## src/rtl/dmem_access_pkg.sv

```systemverilog
// Shared encodings for the data-memory access path: dm_type codes,
// FSM state encoding and the access-size decode used by both the
// lane formatter and the controller.
package dmem_access_pkg;

  // dm_type encodings as produced by the decoder
  localparam logic [2:0] DM_W  = 3'b000;
  localparam logic [2:0] DM_B  = 3'b001;
  localparam logic [2:0] DM_H  = 3'b010;
  localparam logic [2:0] DM_BU = 3'b101;
  localparam logic [2:0] DM_HU = 3'b110;

  // Access controller states
  typedef enum logic [1:0] {
    ST_IDLE = 2'd0,
    ST_BUSY = 2'd1,
    ST_DONE = 2'd2
  } state_t;

  // Access size after decoding dm_type
  typedef enum logic [1:0] {
    SZ_B = 2'd0,
    SZ_H = 2'd1,
    SZ_W = 2'd2
  } size_t;

  // Reserved codes (011, 100, 111) fall through to word
  function automatic size_t dm_size(input logic [2:0] t);
    case (t)
      DM_B, DM_BU: return SZ_B;
      DM_H, DM_HU: return SZ_H;
      default:     return SZ_W;
    endcase
  endfunction

endpackage

```

## src/rtl/dmem_lane_fmt.sv

```systemverilog
// Purely combinational lane handling for data-memory accesses:
// alignment check, store strobes and lane replication on the request
// side, byte/half extraction with sign or zero extension on the load side.
module dmem_lane_fmt
  import dmem_access_pkg::*;
(
  input  logic [2:0]  i_req_type,
  input  logic [1:0]  i_req_off,
  input  logic [31:0] i_wdata,
  output logic        o_aligned,
  output logic [3:0]  o_wstrb,
  output logic [31:0] o_wdata_al,
  input  logic [2:0]  i_ld_type,
  input  logic [1:0]  i_ld_off,
  input  logic [31:0] i_ld_word,
  output logic [31:0] o_ld_data
);

  logic [7:0]  w_byte;
  logic [15:0] w_half;
  logic        w_ld_uns;

  // Store side: alignment rule, strobe position and replicated lane data
  always_comb begin
    o_aligned  = 1'b1;
    o_wstrb    = 4'b1111;
    o_wdata_al = i_wdata;
    case (dm_size(i_req_type))
      SZ_B: begin
        o_aligned  = 1'b1;
        o_wstrb    = 4'b0001 << i_req_off;
        o_wdata_al = {4{i_wdata[7:0]}};
      end
      SZ_H: begin
        o_aligned  = ~i_req_off[0];
        o_wstrb    = 4'b0011 << {i_req_off[1], 1'b0};
        o_wdata_al = {2{i_wdata[15:0]}};
      end
      default: begin
        o_aligned  = (i_req_off == 2'b00);
        o_wstrb    = 4'b1111;
        o_wdata_al = i_wdata;
      end
    endcase
  end

  // Load side: pick the addressed byte/half and extend; bit 2 selects unsigned
  always_comb begin
    w_byte    = i_ld_word[{i_ld_off, 3'b000} +: 8];
    w_half    = i_ld_word[{i_ld_off[1], 4'b0000} +: 16];
    w_ld_uns  = i_ld_type[2];
    o_ld_data = i_ld_word;
    case (dm_size(i_ld_type))
      SZ_B:    o_ld_data = w_ld_uns ? {24'b0, w_byte} : {{24{w_byte[7]}}, w_byte};
      SZ_H:    o_ld_data = w_ld_uns ? {16'b0, w_half} : {{16{w_half[15]}}, w_half};
      default: o_ld_data = i_ld_word;
    endcase
  end

endmodule

```

## src/rtl/dmem_access.sv

```systemverilog
// MEM-stage data-memory access controller. Freezes the pipeline while a
// single bus transaction is in flight, registers the bus request fields
// for the whole BUSY phase and presents the formatted load result in DONE.
module dmem_access
  import dmem_access_pkg::*;
#(
  parameter int ADDR_W = 32
) (
  input  logic              clk,
  input  logic              rst,
  input  logic              mem_read,
  input  logic              mem_write,
  input  logic [2:0]        dm_type,
  input  logic [ADDR_W-1:0] addr,
  input  logic [31:0]       wdata,
  output logic [31:0]       rdata,
  output logic              stall,
  output logic              misalign,
  output logic              bus_req,
  output logic              bus_we,
  output logic [ADDR_W-1:0] bus_addr,
  output logic [3:0]        bus_wstrb,
  output logic [31:0]       bus_wdata,
  input  logic              bus_ready,
  input  logic [31:0]       bus_rdata
);

  state_t            r_state;
  logic [31:0]       r_rdata;
  logic              r_bus_we;
  logic [ADDR_W-1:0] r_bus_addr;
  logic [3:0]        r_bus_wstrb;
  logic [31:0]       r_bus_wdata;
  logic [2:0]        r_ld_type;
  logic [1:0]        r_ld_off;

  logic              w_req;
  logic              w_aligned;
  logic              w_start;
  logic [3:0]        w_wstrb;
  logic [31:0]       w_wdata_al;
  logic [31:0]       w_ld_data;

  dmem_lane_fmt u_lane_fmt (
    .i_req_type (dm_type),
    .i_req_off  (addr[1:0]),
    .i_wdata    (wdata),
    .o_aligned  (w_aligned),
    .o_wstrb    (w_wstrb),
    .o_wdata_al (w_wdata_al),
    .i_ld_type  (r_ld_type),
    .i_ld_off   (r_ld_off),
    .i_ld_word  (bus_rdata),
    .o_ld_data  (w_ld_data)
  );

  // Request decode: stall must rise in the same cycle the request appears
  always_comb begin
    w_req    = mem_read | mem_write;
    w_start  = (r_state == ST_IDLE) && w_req && w_aligned;
    stall    = w_start || (r_state == ST_BUSY);
    misalign = (r_state == ST_IDLE) && w_req && !w_aligned;
    bus_req  = (r_state == ST_BUSY);
    rdata    = (r_state == ST_DONE) ? r_rdata : 32'b0;
  end

  assign bus_we    = r_bus_we;
  assign bus_addr  = r_bus_addr;
  assign bus_wstrb = r_bus_wstrb;
  assign bus_wdata = r_bus_wdata;

  // Controller FSM with registered bus fields and load result
  always_ff @(posedge clk) begin
    if (rst) begin
      r_state     <= ST_IDLE;
      r_rdata     <= 32'b0;
      r_bus_we    <= 1'b0;
      r_bus_addr  <= '0;
      r_bus_wstrb <= 4'b0;
      r_bus_wdata <= 32'b0;
      r_ld_type   <= DM_W;
      r_ld_off    <= 2'b0;
    end else begin
      case (r_state)
        ST_IDLE: begin
          if (w_start) begin
            // A store wins when both request lines are high
            r_bus_we    <= mem_write;
            r_bus_addr  <= {addr[ADDR_W-1:2], 2'b00};
            r_bus_wstrb <= mem_write ? w_wstrb : 4'b0;
            r_bus_wdata <= mem_write ? w_wdata_al : 32'b0;
            r_ld_type   <= dm_type;
            r_ld_off    <= addr[1:0];
            r_state     <= ST_BUSY;
          end
        end
        ST_BUSY: begin
          if (bus_ready) begin
            r_rdata <= r_bus_we ? 32'b0 : w_ld_data;
            r_state <= ST_DONE;
          end
        end
        ST_DONE: begin
          // Request inputs still belong to the retiring instruction
          r_state <= ST_IDLE;
        end
        default: r_state <= ST_IDLE;
      endcase
    end
  end

endmodule

```

## config.mk

```make
export PLATFORM = sky130hd
export DESIGN_NAME = dmem_access
export DESIGN_NICKNAME = d
export VERILOG_FILES = /design/src/rtl/dmem_access_pkg.sv /design/src/rtl/dmem_lane_fmt.sv /design/src/rtl/dmem_access.sv
export SDC_FILE = /design/constraint.sdc
export NUM_CORES = 1
export LEC_CHECK = 0
export CAP_MARGIN = 20
export CORE_UTILIZATION = 31
export DETAILED_ROUTE_END_ITERATION = 8
export PLACE_DENSITY = 0.68
export REMOVE_ABC_BUFFERS = 1
export SETUP_SLACK_MARGIN = 0.3
export SLEW_MARGIN = 20
export SYNTH_ARGS = -nofsm -noshare
export SYNTH_HDL_FRONTEND = slang
export SYNTH_SLANG_ARGS = --single-unit
```

## constraint.sdc

```tcl
create_clock -name clk -period 2.2 [get_ports clk]
set_clock_uncertainty 0.2 [all_clocks]
set_input_delay 0.44 -clock clk [delete_from_list [all_inputs] [get_ports clk]]
set_output_delay 0.44 -clock clk [all_outputs]
set_load 0.01 [all_outputs]
```

==> key figures <==
Critical path
  – Kind of critical path: reg2out
  – Slowest stage cell on the critical path: dfxtp_2
  – CP arrival: 1430 ps
  – Critical Path Max Stage Delay: ~360 ps
  – Critical path buffers and inverters: 3
  – CP max FO: 8
  – Worst path top cell family by delay: buffers and inverters
  – Worst-path cell chain: nor2b_4 > buf_6 > clkbuf_16 > and2_1 > buf_2
  – Setup crit end kind: primary output
  – Crit path required time: 1560 ps
  – Crit path launch type: register

Logic synthesis
  – Post-synthesis cell area: 4990 um2
  – Seq cells post-synth: 106
  – Asr flop ratio synth: 0%
  – Sequential fraction of the synthesis area: 42.5%
  – Synth top area cells: dfxtp_1 (42%), nand2_1 (10%), mux2i_1 (7.0%)
  – Number of synthesized flops with an enable pin: 0
  – Largest area contributor in the netlist: dfxtp_1
  – Distinct cells, synth: 51
  – Cells after synthesis: 603
  – Synthesis warning total: 0
  – Syn Area/Cell: 8.28 um2
  – Count leader, synth: nand2_1
  – Most frequent cells after synthesis: nand2_1 (139), dfxtp_1 (106), a21oi_1 (69)
  – Synth Flop Type: dfxtp_1
  – Top-area cell type share of the netlist area: 42.5%

Timing
  – Max Fclk: 0.482 GHz
  – Setup violations, final: 0
  – Fin worst setup slack: about 130 ps
  – Final hold vios: 0
  – Slew HR: between 60% and 70%
  – Final Max Tran Viols: 0
  – RSZ-0062 raised after global routing: true
  – Period utilization: 94.3%
  – Final min period: slightly above 2000 ps
  – Hold slack: between 150 and 200 ps
  – Setup TNS: 0 ps
  – Worst slew pin tran: between 500 and 600 ps

Layout
  – Final nets: about 920
  – Area Growth Syn to Fin: 60.5%
  – Final design utilization: between 50 and 60%
  – Reg area: about 2100 um2
  – Share of cells above drive strength 1: 18.7%
  – Multi-input logic area: 2710 um2
  – Filler Cell Count: 1560

Drt
  – Antenna-violating nets left: 0
  – Post-DR wirelength/cell: 15.2 um
  – Drt first pass iters: 4
  – WL final: roughly 16000 um
  – Via/cell ratio: roughly 4.8
  – DRC Markers: 0
  – 1st-iter DRT viols: about 200
  – Via count: 4963

Clock network
  – Clk_lat worst skew: 350 ps
  – CTS clk-pin slew, worst paths: about 70 ps
  – Clock sink total: 106
  – CTS tree: done
  – Hold_buf cts: 0
  – Clock root buffer: clkbuf_16
  – Total CTS buffers: 9
  – Max H-tree Level: 3
  – Clock tree buffer depth: 2

Placed design
  – Port Buffers: 205
  – DP HPWL: roughly 11000 um
  – Placer Congestion: 0.755
  – Pre-CTS setup slack: -591 ps

Global routing
  – Largest net degree at the start of global routing: 65
  – Global-route wire length before repair: ~25000 um
  – Total gr overflow: 0
  – Vias in the first global route: roughly 4800
  – Initial antenna violation count: 1
  – Total GRT Usage: 18.9%

Power
  – Final Power: 4.95 mW
  – Peak supply drop: 491 uV
  – Pwr dens: 618 nW/um2
  – P_leak: about 3.7 nW

Flow run
  – Max cap viols: 0

Die
  – Row Count: 46
  – Initial core utilization: 31.5%
  – Die Wd: roughly 130 um
  – Io pins: 208
  – Die height: 129 um
  – Die Area: 16600 um2
  – Core box area: 15800 um2

Min path
  – Hold crit path type: in2reg

Status
  – Status: completed
-- path summary, 6_finish.rpt --
path                                start                        end  slack (ps)  depth (start not counted)
setup reg to reg  r_state[1]$_SDFFE_PP0P_  bus_wdata[3]$_SDFFE_PP0P_         470                          7
setup / recovery  r_state[0]$_SDFFE_PP0P_                  rdata[11]         130                          5
hold reg to reg   r_rdata[9]$_SDFFE_PP0P_    r_rdata[9]$_SDFFE_PP0P_         240                          2
hold / removal                        rst    r_state[0]$_SDFFE_PP0P_         200                          2
-- state kept, by name, indices dropped and copies added (netlist names) --
register	flops
bus_wstrb	4
r_state	2
r_rdata	32
r_ld_off	2
bus_addr	30
r_ld_type	3
bus_wdata	32
bus_we	1
-- metal layers --
metal / track usage (%) / up-vias / wire [um]
met4: 4.57 / 0 / 148
met3: 7.11 / 10 / 1440
met2: 32.3 / 167 / 7660
met1: 22.2 / 2300 / 6520
met5: 0 / - / 0
li1: - / 2486 / -
-- layout make-up --
type / instances / share of cell area (%)
multi-input combinational: 448 / 33.8
timing repair buffer: 247 / 32.1
sequential: 106 / 26.5
tap: 216 / 3.37
clock buffer: 11 / 3.03
clock inverter: 5 / 1.06
inverter: 1 / 0.0468
antenna: 1 / 0.0312
-- cell usage in the layout (no fill, tap or decap), types with 4 or more instances in the layout --
master           count
o21ai_1             14
o21ai_0             18
buf_6               31
dfxtp_1            101
nand3_1             20
nor2_1              28
a22o_1               4
dfxtp_2              5
dlygate4sd2_1       21
buf_12               8
and2_1               7
buf_4               27
clkdlybuf4s50_1    112
buf_2               11
mux2i_1             35
nand2_1            139
o22ai_1             15
o2bb2ai_1            9
a21oi_1             68
nand2b_1             9
clkbuf_16           10
and2_4              25
dlymetal6s2s_1      33
mux2_2               9
o221ai_1             4
-- what timing repair did --
item,4_1_cts,5_1_grt
setup buffers,4,1
gates resized for setup,219,68
cloned,2,1
endpoints found under the setup margin,126,141
pin swaps,19,9
-- power breakdown --
| part | switching (mW) | internal, mW |
|---|---|---|
| Clock | 0.754 | 1.04 |
| Sequential | 0.0625 | 2.03 |
| Combinational | 0.518 | 0.552 |
| Total | 1.34 | 3.62 |
-- per-stage QoR --
step           cells  cell area [um2]
3_5_place_dp    1010             7390
6_report        1035             8020
5_1_grt         1034             8010
3_3_place_gp    1010             7390
2_1_floorplan    555             4710
4_1_cts         1032             7770
-- kinds of logic (layout without fill, tap and decap cells) --
| kind of cell | after synthesis | in the layout | synth area share [%] |
|---|---|---|---|
| flip-flops | 106 | 106 | 42.5 |
| multiplexers | 45 | 45 | 9.50 |
| buffers and inverters | 50 | 264 | 5.81 |
| XOR/XNOR | 3 | 3 | 0.677 |
| AND/OR/NAND/NOR | 250 | 250 | 23.2 |
| other | 1 | 3 | 0.0751 |
| AO/OA/AOI/OAI | 148 | 148 | 18.3 |
Power figures use the tool's default switching activity.
